<file path="src/rtl/clk_div_monitor.sv">
// clk_div_monitor: measures high time, low time and period of a divided clock
// that is sampled as asynchronous data in the clk domain. Reports one result
// per completed divided-clock cycle and flags an input that stopped toggling.
module clk_div_monitor #(
    parameter int unsigned CNT_W   = 8,
    parameter int unsigned TIMEOUT = 64
) (
    input  logic             clk,
    input  logic             rst,
    input  logic             div_clk_in,
    output logic [CNT_W-1:0] high_time,
    output logic [CNT_W-1:0] low_time,
    output logic [CNT_W:0]   period,
    output logic             meas_valid,
    output logic             duty_50,
    output logic             stuck
);

    localparam logic [1:0] ST_IDLE = 2'd0;
    localparam logic [1:0] ST_HIGH = 2'd1;
    localparam logic [1:0] ST_LOW  = 2'd2;

    localparam logic [CNT_W-1:0] CNT_MAX = '1;
    localparam logic [CNT_W-1:0] CNT_ONE = CNT_W'(1);
    // A level held for TIMEOUT samples is stuck; the check fires while the
    // counter still holds TIMEOUT-1 so the TIMEOUT-th sample triggers it.
    localparam logic [CNT_W-1:0] TO_LAST = CNT_W'(TIMEOUT - 1);

    logic s1, s2, s3;
    logic rise, fall;

    logic [1:0]       state_q, state_d;
    logic [CNT_W-1:0] high_cnt_q, high_cnt_d;
    logic [CNT_W-1:0] low_cnt_q, low_cnt_d;
    logic [CNT_W-1:0] hold_cnt_q, hold_cnt_d;
    logic [CNT_W-1:0] high_time_q, high_time_d;
    logic [CNT_W-1:0] low_time_q, low_time_d;
    logic [CNT_W:0]   period_q, period_d;
    logic             valid_q, valid_d;
    logic             duty_q, duty_d;
    logic             stuck_q, stuck_d;

    logic [CNT_W-1:0] high_inc, low_inc;
    logic [CNT_W:0]   period_new;
    logic [CNT_W+1:0] two_h, per_ext, duty_diff;
    logic             duty_new;

    // Two-flop synchronizer plus one delay stage for edge detection
    always_ff @(posedge clk) begin
        if (rst) begin
            s1 <= 1'b0;
            s2 <= 1'b0;
            s3 <= 1'b0;
        end else begin
            s1 <= div_clk_in;
            s2 <= s1;
            s3 <= s2;
        end
    end

    assign rise = s2 & ~s3;
    assign fall = ~s2 & s3;

    assign high_inc = (high_cnt_q == CNT_MAX) ? high_cnt_q : high_cnt_q + CNT_ONE;
    assign low_inc  = (low_cnt_q == CNT_MAX) ? low_cnt_q : low_cnt_q + CNT_ONE;

    // |2*high - period| <= 1, evaluated on the counts about to be loaded
    assign period_new = {1'b0, high_cnt_q} + {1'b0, low_cnt_q};
    assign two_h      = {1'b0, high_cnt_q, 1'b0};
    assign per_ext    = {1'b0, period_new};
    assign duty_diff  = (two_h >= per_ext) ? (two_h - per_ext) : (per_ext - two_h);
    assign duty_new   = (duty_diff <= (CNT_W+2)'(1));

    // Measurement FSM: next state, phase counters, timeout and result loading
    always_comb begin
        state_d     = state_q;
        high_cnt_d  = high_cnt_q;
        low_cnt_d   = low_cnt_q;
        hold_cnt_d  = hold_cnt_q;
        high_time_d = high_time_q;
        low_time_d  = low_time_q;
        period_d    = period_q;
        duty_d      = duty_q;
        valid_d     = 1'b0;
        stuck_d     = stuck_q;

        if (rise) begin
            stuck_d = 1'b0;
        end

        case (state_q)
            ST_IDLE: begin
                if (rise) begin
                    state_d    = ST_HIGH;
                    high_cnt_d = CNT_ONE;
                    low_cnt_d  = '0;
                    hold_cnt_d = '0;
                end else if (fall) begin
                    hold_cnt_d = CNT_ONE;
                end else if (hold_cnt_q == TO_LAST) begin
                    stuck_d    = 1'b1;
                    hold_cnt_d = '0;
                end else begin
                    hold_cnt_d = hold_cnt_q + CNT_ONE;
                end
            end
            ST_HIGH: begin
                if (fall) begin
                    state_d   = ST_LOW;
                    low_cnt_d = CNT_ONE;
                end else if (high_cnt_q == TO_LAST) begin
                    stuck_d    = 1'b1;
                    state_d    = ST_IDLE;
                    high_cnt_d = '0;
                    low_cnt_d  = '0;
                    hold_cnt_d = '0;
                end else begin
                    high_cnt_d = high_inc;
                end
            end
            ST_LOW: begin
                if (rise) begin
                    high_time_d = high_cnt_q;
                    low_time_d  = low_cnt_q;
                    period_d    = period_new;
                    duty_d      = duty_new;
                    valid_d     = 1'b1;
                    state_d     = ST_HIGH;
                    high_cnt_d  = CNT_ONE;
                    low_cnt_d   = '0;
                end else if (low_cnt_q == TO_LAST) begin
                    stuck_d    = 1'b1;
                    state_d    = ST_IDLE;
                    high_cnt_d = '0;
                    low_cnt_d  = '0;
                    hold_cnt_d = '0;
                end else begin
                    low_cnt_d = low_inc;
                end
            end
            default: begin
                state_d = ST_IDLE;
            end
        endcase
    end

    // State and result registers with synchronous reset
    always_ff @(posedge clk) begin
        if (rst) begin
            state_q     <= ST_IDLE;
            high_cnt_q  <= '0;
            low_cnt_q   <= '0;
            hold_cnt_q  <= '0;
            high_time_q <= '0;
            low_time_q  <= '0;
            period_q    <= '0;
            duty_q      <= 1'b0;
            valid_q     <= 1'b0;
            stuck_q     <= 1'b0;
        end else begin
            state_q     <= state_d;
            high_cnt_q  <= high_cnt_d;
            low_cnt_q   <= low_cnt_d;
            hold_cnt_q  <= hold_cnt_d;
            high_time_q <= high_time_d;
            low_time_q  <= low_time_d;
            period_q    <= period_d;
            duty_q      <= duty_d;
            valid_q     <= valid_d;
            stuck_q     <= stuck_d;
        end
    end

    assign high_time  = high_time_q;
    assign low_time   = low_time_q;
    assign period     = period_q;
    assign meas_valid = valid_q;
    assign duty_50    = duty_q;
    assign stuck      = stuck_q;

endmodule

</file>
<file path="config.mk">
export PLATFORM = sky130hd
export DESIGN_NAME = clk_div_monitor
export DESIGN_NICKNAME = d
export VERILOG_FILES = /design/src/rtl/clk_div_monitor.sv
export SDC_FILE = /design/constraint.sdc
export NUM_CORES = 1
export LEC_CHECK = 0
export CAP_MARGIN = 15
export CORE_MARGIN = 2
export CORE_UTILIZATION = 59
export CTS_BUF_LIST = sky130_fd_sc_hd__clkbuf_16
export DETAILED_ROUTE_END_ITERATION = 6
export PLACE_DENSITY = 0.93
export SLEW_MARGIN = 20
export SYNTH_ARGS = -nofsm -noshare
export SYNTH_HDL_FRONTEND = slang
export SYNTH_SLANG_ARGS = --single-unit
</file>
<file path="constraint.sdc">
create_clock -name clk -period 4.83 [get_ports clk]
set_input_delay 0.483 -clock clk [delete_from_list [all_inputs] [get_ports clk]]
set_output_delay 0.483 -clock clk [all_outputs]
set_load 0.05 [all_outputs]
</file>
; ---- Word level (Yosys, flattened, before mapping)
; Cells that the tools add are included.
[word_totals]
register_bits = 57
in_bits = 3
output_inout_bits = 28
elab_cells = 87
[classes]
add_sub_neg = 6
magnitude_cmp = 2
n_eq_ne = 16
n_mux = 37
bitwise_logic = 5
n_reduce_logical = 8
[op_table]
columns = cell, count
row1 = $mux 8, 17
row2 = $pmux 8 s3, 3
row3 = $add 8x1->8 const B, 3
row4 = $eq 8x6->1 const B, 3
row5 = $sub 9x9->10, 2
row6 = $eq 8x8->1 const B, 2
row7 = $le 10x1->1 const B, 1
row8 = $mux 10, 1
row9 = $mux 2, 5
row10 = $ne 2x2->1 const B, 5
row11 = $reduce_and 5->1, 2
row12 = $add 8x8->9, 1
row13 = $ge 9x9->1, 1
row14 = $mux 1, 9
row15 = $ne 3x3->1 const B, 3
row16 = $pmux 2 s3, 1
row17 = $ne 4x4->1 const B, 1
row18 = $reduce_and 4->1, 1
row19 = $not 1->1, 3
row20 = $pmux 1 s3, 1
row21 = $reduce_and 3->1, 1
row22 = $reduce_bool 3->1, 1
row23 = $and 1x1->1, 2
row24 = $eq 2x1->1 const B, 1
row25 = other kinds (4), 4

; ---- Longest topological paths before layout
[depth]
ltp_word = 7
depth_mapped = 16

; ---- Worst setup path before layout
; OpenSTA, ideal clock, no wires.
[synth_path]
kind = register to register
start = register high_cnt_q[1]
end = register duty_q, in the netlist duty_50
setup_ps = 84
arrival_ps = 3406
required_ps = 4746
path_slack_ps = 1340
stages_incl_launch_ff = 17
path_buffers = 1
period_less_slack_ps = 3490
cell_sequence = dfxtp_1 -> ha_1 -> a211oi_2 -> o21ai_1 -> o21ai_1 -> o21bai_1 -> a21oi_1 -> xnor2_1 -> ha_1 -> clkbuf_1 -> a21o_1 -> a21o_1 -> o21ai_0 -> a2111o_1 -> nor4b_2 -> o32ai_1 -> o31ai_2
[synth_via]
elab_chain_cells = 4
elab_cells_between_ends = 6
[synth_lines]
columns = item, line
row1 = from (decl), 33  ; logic [CNT_W-1:0] high_cnt_q, high_cnt_d;
row2 = from (signal assigned), 162  ; high_cnt_q <= high_cnt_d;
row3 = $add 8x8->9, 68  ; assign period_new = {1'b0, high_cnt_q} + {1'b0, low_cnt_q};
row4 = $sub 9x9->10 or $ge 9x9->1 (tied branches), 71  ; assign duty_diff = (two_h >= per_ext) ? (two_h - per_ext) : (per_ext - two_h);
row5 = $mux 10 *, 71
row6 = $le 10x1->1 *, 72  ; assign duty_new = (duty_diff <= (CNT_W+2)'(1));
row7 = to (signal assigned), 168  ; duty_q <= duty_d;
row8 = to (decl), 40  ; logic duty_q, duty_d;
; Mark *: on every way between the ends. The rest lies on a longest branch, timed or not.
; A chain may end at the register's enable or synchronous reset.

; ---- Final worst setup path
; Ends and elaborated chain as after synthesis.

==> impl_metrics.toml <==
[run_status]
outcome = "complete, no violations"

[cts]
cts-buffers-inserted = 9
worst_setup_hold_path_clk_slew_ps = 50
cts_post_setup_buffers_inserted = 0
clock_sinks = 57
source_to_sink_clock_delay_at_the_later_pin_of_the_worst_skew_pair_ps = 330
ctsLongestPathBuffers = 2
number_of_buffers_inserted_by_hold_repair_at_cts = 0
clockRootBuffer = "sky130_fd_sc_hd__clkbuf_16"
post_cts.resized_instances = 0
ctsHtreeMaxLevel = 3
clock_tree_from_tritoncts = "built"

[worst_hold_path]
hold_path.startpoint = "s1"
timing.hold.worst_endpoint = "s2"
hold_depth = 1
timing.hold.worst.class = "reg2reg"

[yosys]
ys_async_sr_fraction_pct = 0
synthMuxAreaShare_pct = 0.866
synth_top_family_by_area = "simple AND/OR/NAND/NOR gates"
postSynth.topFlopCell = "sky130_fd_sc_hd__dfxtp_1"
netlist_instances = 483
synth.ff_latch_count = 57
xor_xnor_share_of_the_synthesized_area_pct = 5.83
synth-edff-count = 0
synth-seq-area-share_pct = 30.4
synthesis.yosys.warnings = 0
yosys.area_share.adder_pct = 10.4
syn-cell-area_sq_um = 3760
synthDistinctLibCells = 62
synth_compound_area_share_pct = 21.2
postSynthNetCount = 516
synthSimpleGateAreaFrac_pct = 25.9
synthesis.area_per_instance_sq_um = 7.78

[layout]
final_design_area_no_fill_sq_um = 4390
multiInputGateArea_sq_um = 2420
fillCellCount = 501
finish.net_count = 536
synthesis_to_finish_area_growth_pct = 16.9
post_route_cells_drive_above_1_share_pct = 7.68
ff_latch_area_sq_um = 1140
finish.utilization_pct = 70.3
n_antenna_cell = 0

[grt]
grt_remaining_overflow = 0
grt_start_max_net_pins = 44
first_global_vias = 3450
globalRouteTotalUtil_pct = 28.0
grt_first_pass_wirelength_mm = 15.9
antenna_found_initial = 0

[critical_path]
critPathArrivalTime_ps = 4220
crit_path_top_delay_cell = "sky130_fd_sc_hd__dfxtp_1"
critical_path_peak_fanout = 10
critPathTopFamily = "compound AO/OA/AOI/OAI gates"
worst_setup_path_end_kind = "flip-flop"
crit_buf_inv = 0
criticalPathCategory = "reg2reg"
critical_path_cell_count = 15
timing.critical_path.slowest_cell_delay_ps = 590
worst-r2r-setup-slack_ps = 860
timing.critical_path.cells = "ha_1 > a211oi_2 > o21ai_1 > o21ai_1 > o21bai_1 > a21oi_1 > xnor2_1 > ha_1 > a21o_1 > a21o_1 > o21ai_0 > a2111o_1 > nor4b_2 > o32ai_1 > o31ai_2"
critPathRequiredTime_ps = 5080
crit_path_start_kind = "flip-flop"
worstReg2RegEnd = "duty_50"
reg2regPathDepth = 15
rr_startpoint = "high_cnt_q[1]"

[placed_design]
final_weighted_congestion_in_routability_driven_placement = 0.932
placed_area_sq_um = 4070
io_buffer_count = 30
half_perimeter_wire_length_after_detailed_placement_mm = 6.77

[timing]
unrepaired_setup_endpoints_after_global_routing = "false"
maxSlewHeadroom_pct = 54.6
finalSetupViolCount = 0
clock_skew_ps = 4.53
min_period_over_period_pct = 82.2
hold_viol_final = 0
final_max_slew_viol_count = 0
fin_setup_tns_ps = 0
pin_slew_with_the_least_headroom_to_its_limit_ps = 678
worst_hold_slack_ps = 444
max_freq_ghz = 0.252
min_period_ps = 3970

[floorplanning]
die_height_um = 83.8
design.die.area_sq_um = 7020
top_level_ports = 31
std_cell_rows = 29
floorplan.core_area_sq_um = 6240
fp.dieW_um = 83.8
floorplan.initialDensity_pct = 60.2

[route]
avgRoutedWirePerCell_um = 16.7
detailroute.via_count = 3625
final_wl_mm = 9.75
dr.first_iter.drc_count = 361
post_drt_via_cell_ratio = 6.20
post-route-drc-count = 0
route.antenna.remaining_nets = 0
drt-pass1-iter-count = 5

[power_and_ir_drop]
total_power_w = 0.00134
power_density_nw_per_um2 = 306
leakagePower_nw = 1.68
vdd_ir_drop_max_uv = 341

[run]
cap_viol_max_count = 0
## worst register-to-register path: stages, from the launching register on
cell,delay (ps)
sky130_fd_sc_hd__dfxtp_1,590
sky130_fd_sc_hd__ha_1,340
sky130_fd_sc_hd__a211oi_2,320
sky130_fd_sc_hd__o21ai_1,110
sky130_fd_sc_hd__o21ai_1,210
sky130_fd_sc_hd__o21bai_1,100
sky130_fd_sc_hd__a21oi_1,180
sky130_fd_sc_hd__xnor2_1,140
sky130_fd_sc_hd__ha_1,480
sky130_fd_sc_hd__a21o_1,160
sky130_fd_sc_hd__a21o_1,120
sky130_fd_sc_hd__o21ai_0,80
sky130_fd_sc_hd__a2111o_1,460
sky130_fd_sc_hd__nor4b_2,240
sky130_fd_sc_hd__o32ai_1,140
sky130_fd_sc_hd__o31ai_2,210
## metrics by stage
stage	setup slack, ps	cells
floorplan	1340	483
global placement	1140	569
detailed placement	992	569
CTS	914	585
global route	625	585
finish	861	585
## how the worst max path moves through the flow
| stage | startpoint | endpoint | slack (ps) |
|---|---|---|---|
| 3_3_place_gp | high_cnt_q[0] | duty_50 | 1140 |
| 3_5_place_dp | high_cnt_q[1] | duty_50 | 990 |
| 6_report | high_cnt_q[1] | duty_50 | 860 |
| 5_1_grt | high_cnt_q[1] | duty_50 | 630 |
| 4_1_cts | high_cnt_q[1] | duty_50 | 910 |
| 2_1_floorplan | high_cnt_q[1] | duty_50 | 1340 |
## metal layers
layer | wire (um) | vias to the layer above | share of wire [%] | track usage [%]
li1 | - | 1722 | - | -
met4 | 297 | 0 | 3.0 | 13.5
met1 | 3990 | 1723 | 41 | 32.9
met3 | 658 | 33 | 6.7 | 6.23
met5 | 0 | - | 0 | 0
met2 | 4800 | 147 | 49 | 48.3
## cell type report
type                       count  share of cell area, %
inverter                      27                   2.31
tap                           77                   2.19
clock buffer                   9                   5.13
multi-input combinational    375                   55.0
sequential                    57                   26.0
clock inverter                 7                   1.97
timing repair buffer          33                   7.35
## synthesized netlist by cell type (3+ instances only)
library cell,count,share of area [%]
sky130_fd_sc_hd__dfxtp_1,57,30
sky130_fd_sc_hd__o21ai_1,4,0.53
sky130_fd_sc_hd__a211oi_1,6,1.2
sky130_fd_sc_hd__o21a_1,4,0.80
sky130_fd_sc_hd__xor2_1,6,1.4
sky130_fd_sc_hd__clkbuf_1,16,1.6
sky130_fd_sc_hd__xnor2_1,19,4.4
sky130_fd_sc_hd__nor2b_1,8,1.3
sky130_fd_sc_hd__a21oi_1,43,5.7
sky130_fd_sc_hd__or3_1,5,0.83
sky130_fd_sc_hd__o21ai_0,15,2.0
sky130_fd_sc_hd__a21o_1,8,1.6
sky130_fd_sc_hd__nand3_1,16,2.1
sky130_fd_sc_hd__nand2b_1,7,1.2
sky130_fd_sc_hd__nor2_1,46,4.6
sky130_fd_sc_hd__nor3_1,17,2.3
sky130_fd_sc_hd__buf_2,7,0.93
sky130_fd_sc_hd__nand4_1,8,1.3
sky130_fd_sc_hd__and3_1,6,1.0
sky130_fd_sc_hd__nand2_1,70,7.0
sky130_fd_sc_hd__ha_1,28,9.3
sky130_fd_sc_hd__nor4_1,3,0.50
sky130_fd_sc_hd__or2_2,3,0.50
sky130_fd_sc_hd__inv_1,27,2.7
sky130_fd_sc_hd__o211ai_1,3,0.60
## cells in the final DEF, fill, tap and decap left out, drive strengths merged, types with 6 or more instances in the layout
master and count:
nand3 16, xnor2 19, nor2b 8, nand4 8, a21oi 43, a21o 8
a211oi 9, xor2 6, nand2 70, nor2 46, o21ai 19, nor3 18
inv 28, dfxtp 57, and3 6, nand2b 7, clkbuf 9, clkdlybuf4s50 30
ha 28
## sequential cells by signal (all words and copies together), names as in the netlist
| register | cells |
|---|---|
| s3 | 1 |
| low_time | 8 |
| duty_50 | 1 |
| meas_valid | 1 |
| s2 | 1 |
| high_time | 8 |
| state_q | 2 |
| high_cnt_q | 8 |
| hold_cnt_q | 8 |
| s1 | 1 |
| low_cnt_q | 8 |
| period | 9 |
| stuck | 1 |
## report_power, final
part	total [W]	internal (W)	switching [W]	leakage [nW]
clock network	0.000667	0.000446	0.000221	0.158
registers	0.000491	0.000480	0.0000109	0.460
logic	0.000185	0.0000737	0.000112	1.06
total	0.00134	0.000999	0.000344	1.68
## logic make-up after synthesis
kind of cell	Yosys count
AO/OA/AOI/OAI	115
XOR/XNOR	25
adder cells (fa/ha/maj)	30
buffers and inverters	51
flip-flops	57
multiplexers	3
AND/OR/NAND/NOR	202
(Power assumes the default switching activity.)
==> patch 1 (config.mk and constraints unchanged) <==
Set the parameter `CNT_W` to 10 (it was 8).
--- a/src/rtl/clk_div_monitor.sv
+++ b/src/rtl/clk_div_monitor.sv
@@ -4,3 +4,3 @@
 module clk_div_monitor #(
-    parameter int unsigned CNT_W   = 8,
+    parameter int unsigned CNT_W   = 10,
     parameter int unsigned TIMEOUT = 64
Interface: changed (resized high_time, low_time and period); port bits go from 31 to 37. The function was not compared with the original's and may differ.
==> patch 1 against the original RTL <==
- sequential cell count up 12
- final area grew 15%
- area after synthesis up 16%
- fmax decreased by 8.6%
- clock power is 14% lower
- total power fell by 4.2%
- worst hold slack better by 6.8 ps
- wire length rose by 12%
- worst setup slack lost 370 ps
- critical endpoint unchanged
- largest cell class unchanged
==> patch 1: results (changes against the original RTL) <==
{| class="wikitable"
! Metric !! Value
|-
| Status || finished clean (unchanged)
|-
| DR iter-0 viols || 367 (was 361)
|-
| Max VDD drop || 0.000208 V (was 0.000341 V)
|-
| Total half-perimeter wirelength after legalization and detailed placement || 7540 um (was 6770 um)
|-
| Crit path largest cell delay || 490 ps (was 590 ps)
|-
| Fraction of layout instances using a drive strength above 1 || 0.0452 (was 0.0768)
|-
| PostCTS Resize Cnt || 0 (unchanged)
|-
| Post-layout nets || 633 (was 536)
|-
| Placer's final routability congestion estimate || 0.867 (was 0.932)
|-
| Worst setup slack before clock tree synthesis || 632 ps (was 992 ps)
|-
| Worst max-slew margin expressed relative to the limit || 0.527 (was 0.546)
|-
| Maximum number of pins on one net before global-route repair || 48 (was 44)
|-
| Flip-flop count of the largest register, all copies and words added || 11 (was 9)
|-
| Via/cell ratio || 6.01 (was 6.20)
|-
| Fin Clk Skew || 4.82 ps (was 4.53 ps)
|-
| Yosys cell types || 56 (was 62)
|-
| Leakage || 1.90 nW (was 1.68 nW)
|-
| Number of input and output port buffers inserted || 36 (was 30)
|-
| Delay-heaviest family, CP || compound AO/OA/AOI/OAI gates (unchanged)
|-
| First-pass detailed-route iteration total || 5 (unchanged)
|-
| Diodes inserted || 0 (unchanged)
|-
| Highest net fanout along the worst path || 8 (was 10)
|-
| Via count of the first global-routing pass || 3988 (was 3450)
|-
| Overall global routing resource usage || 0.270 (was 0.280)
|-
| Ranking of synthesized cells by area || sky130_fd_sc_hd__dfxtp_1 32%, sky130_fd_sc_hd__ha_1 10%, sky130_fd_sc_hd__nand2_1 7.4%, sky130_fd_sc_hd__a21oi_1 7.0%, sky130_fd_sc_hd__nor2_1 4.6% (was sky130_fd_sc_hd__dfxtp_1 30%, sky130_fd_sc_hd__ha_1 9.3%, sky130_fd_sc_hd__nand2_1 7.0%, sky130_fd_sc_hd__a21oi_1 5.7%, sky130_fd_sc_hd__nor2_1 4.6%)
|-
| Synthesis Warnings || 0 (unchanged)
|-
| Portion of the post-synthesis area used by sequential elements || 0.316 (was 0.304)
|-
| FILL cells || 571 (was 501)
|-
| Wirelength, routed || 10900 um (was 9750 um)
|-
| Arr. time, crit path || 4580 ps (was 4220 ps)
|-
| Post-synthesis net count || 606 (was 516)
|-
| Wire length of the first global-routing pass || 18400 um (was 15900 um)
|-
| Top cells by count, synth || 86 x sky130_fd_sc_hd__nand2_1, 69 x sky130_fd_sc_hd__dfxtp_1, 61 x sky130_fd_sc_hd__a21oi_1 (was 70 x sky130_fd_sc_hd__nand2_1, 57 x sky130_fd_sc_hd__dfxtp_1, 46 x sky130_fd_sc_hd__nor2_1)
|-
| Setup Fix Bufs, Post-CTS || 0 (unchanged)
|}
## patch 1: cell families (layout without fill, tap and decap cells)
family,count (synthesis),after routing,share of synthesized area
fa+ha+maj,38,38,0.112
flops,69,69,0.316
mux,7,7,0.0161
buf+inv,56,88,0.0504
xor+xnor,34,34,0.0682
compound gates,129,129,0.185
simple gates,232,232,0.251
## patch 1: area by class of cell
cell class                 instances  share of cell area
multi-input combinational        440               0.549
sequential                        69               0.274
timing repair buffer              38              0.0746
clock buffer                       9              0.0447
inverter                          34              0.0254
tap                               99              0.0246
clock inverter                     7             0.00696
## patch 1: worst paths after layout
check	slack, ps	start	cells after the start	endpoint
worst max-delay path	490	low_cnt_q[0]$_SDFFE_PP0P_	20	duty_50$_SDFFE_PP0P_
worst min-delay path	450	high_time[7]$_SDFFE_PP0P_	2	high_time[7]$_SDFFE_PP0P_
worst max register to register	490	low_cnt_q[0]$_SDFFE_PP0P_	20	duty_50$_SDFFE_PP0P_
worst min register to register	450	high_time[7]$_SDFFE_PP0P_	2	high_time[7]$_SDFFE_PP0P_
## patch 1: worst min-delay path, cell delays in order, from the launching register on
cell                      delay [ps]
sky130_fd_sc_hd__dfxtp_1         300
sky130_fd_sc_hd__nand2_1          50
sky130_fd_sc_hd__a21oi_1          50
## patch 1: routing by layer
layer	global-route usage	vias up	wire length, um	share of wire
met3	0.0620	38	869	0.079
met2	0.455	198	5180	0.47
met4	0.0962	0	328	0.030
met1	0.340	1940	4570	0.42
met5	0	-	0	0
li1	-	2005	-	-
## patch 1: through the flow
| step | instances | power [mW] | cell area, sq um | util |
|---|---|---|---|---|
| final | 696 | 1.29 | 5030 | 0.698 |
| after global routing | 696 | 1.33 | 5030 | 0.698 |
| after CTS | 696 | 1.29 | 5030 | 0.698 |
| after detailed placement | 680 | 0.719 | 4770 | 0.661 |
| after global placement | 680 | 0.714 | 4770 | 0.661 |
| after floorplan | 565 | 0.692 | 4370 | - |
## patch 1: power breakdown
group	switching (mW)	total, mW	internal, mW
registers	0.00753	0.582	0.575
clock network	0.235	0.573	0.338
logic	0.0784	0.131	0.0524
total	0.321	1.29	0.966
==> patch 2 (config.mk and constraints unchanged) <==
Made on the original files. Put one more register stage on the output `high_time`, cleared by the reset. The value now appears one clock later. The other outputs are not delayed to match.
--- a/src/rtl/clk_div_monitor.sv
+++ b/src/rtl/clk_div_monitor.sv
@@ -173,3 +173,9 @@
 
-    assign high_time  = high_time_q;
+    always_ff @(posedge clk) begin
+        if (rst) begin
+            high_time <= '0;
+        end else begin
+            high_time <= high_time_q;
+        end
+    end
     assign low_time   = low_time_q;
Behaviour: not the same (a bounded check fails within 10 cycles, from zero or initial values and one cycle with rst high).
==> patch 2 against the original RTL <==
- total power up 15%
- via count up 0.69%
- first-iteration DRC count down 9.7%
- global-route usage is 0.16 points higher
- sequential cell count grew 8
- final area increased by 2.4%
- area after synthesis up 2.1%
- clock power rose by 3.3%
- wire length shrank 1.6%
- count of clock-buffer cells in the layout did not move
- worst setup slack lost 320 ps
- highest routed layer unchanged
==> patch 2: results (changes against the original RTL) <==
{| class="wikitable"
! Metric !! Value
|-
| Status || finished clean (unchanged)
|-
| DR iter-0 viols || 326 (was 361)
|-
| FILL cells || 472 (was 501)
|-
| CP max stage cell || sky130_fd_sc_hd__a2111oi_1 (was sky130_fd_sc_hd__dfxtp_1)
|-
| Fin Clk Skew || 8.39 ps (was 4.53 ps)
|-
| Portion of the layout cell area used by clock cells || 0.0710 (about the same)
|-
| Setup slack of the most critical reg-to-reg path || 540 ps (was 860 ps)
|-
| Time the worst path needs with I/O delays and setup || 4290 ps (was 3970 ps)
|-
| Compound-cell area share of the yosys netlist || 0.225 (was 0.212)
|-
| Wirelength, routed || 9590 um (was 9750 um)
|-
| Worst Setup SP || high_cnt_q[3]$_SDFFE_PP0P_ (was high_cnt_q[1]$_SDFFE_PP0P_)
|-
| Non-clock buffers, area share || 0.0685 (was 0.0735)
|-
| Yosys cell types || 58 (was 62)
|-
| Ranking of synthesized cells by area || sky130_fd_sc_hd__dfxtp_1 34%, sky130_fd_sc_hd__ha_1 9.1%, sky130_fd_sc_hd__a21oi_1 6.5%, sky130_fd_sc_hd__nand2_1 5.5%, sky130_fd_sc_hd__nor2_1 5.1% (was sky130_fd_sc_hd__dfxtp_1 30%, sky130_fd_sc_hd__ha_1 9.3%, sky130_fd_sc_hd__nand2_1 7.0%, sky130_fd_sc_hd__a21oi_1 5.7%, sky130_fd_sc_hd__nor2_1 4.6%)
|-
| Post-layout nets || 540 (was 536)
|-
| Post-synthesis net count || 515 (was 516)
|-
| Area share of fa/ha/maj cells after synthesis || 0.102 (was 0.104)
|-
| Fraction of layout instances using a drive strength above 1 || 0.0586 (was 0.0768)
|-
| Wire length of the first global-routing pass || 16200 um (was 15900 um)
|-
| Maximum number of pins on one net before global-route repair || 49 (was 44)
|-
| Placer's final routability congestion estimate || 0.937 (was 0.932)
|-
| Slew at the pin closest to its max-slew limit || 1070 ps (was 678 ps)
|-
| Leakage || 1.80 nW (was 1.68 nW)
|-
| Sequential standard cell area || 1300 sq um (was 1140 sq um)
|-
| Xor and xnor area share after synthesis || 0.0434 (was 0.0583)
|-
| Via count of the first global-routing pass || 3369 (was 3450)
|}
## patch 2: through the flow
step	hold WS, ps	instances	total power, mW	instance area [sq um]
floorplan	414	482	0.787	3830
global placement	424	573	0.839	4180
detailed placement	436	573	0.847	4180
CTS	448	589	1.54	4490
global route	462	589	1.61	4490
finish	441	589	1.54	4490
## patch 2: per-layer routing
layer / GRT usage / up-vias / part of all wire
met4: 0.0765 / 0 / 0.022
met5: 0 / - / 0
li1: - / 1761 / -
met2: 0.477 / 153 / 0.47
met3: 0.0708 / 23 / 0.079
met1: 0.359 / 1713 / 0.42
## patch 2: report_power, final
group / total, mW / switching (mW) / leakage, nW / internal, mW
clock network: 0.689 / 0.238 / 0.153 / 0.451
logic: 0.290 / 0.176 / 1.12 / 0.113
registers: 0.563 / 0.0157 / 0.525 / 0.548
total: 1.54 / 0.430 / 1.80 / 1.11
## patch 2: logic make-up after synthesis
group / Yosys count
fa+ha+maj: 30
xor+xnor: 19
compound gates: 128
simple gates: 195
buf+inv: 43
flops: 65
mux: 2
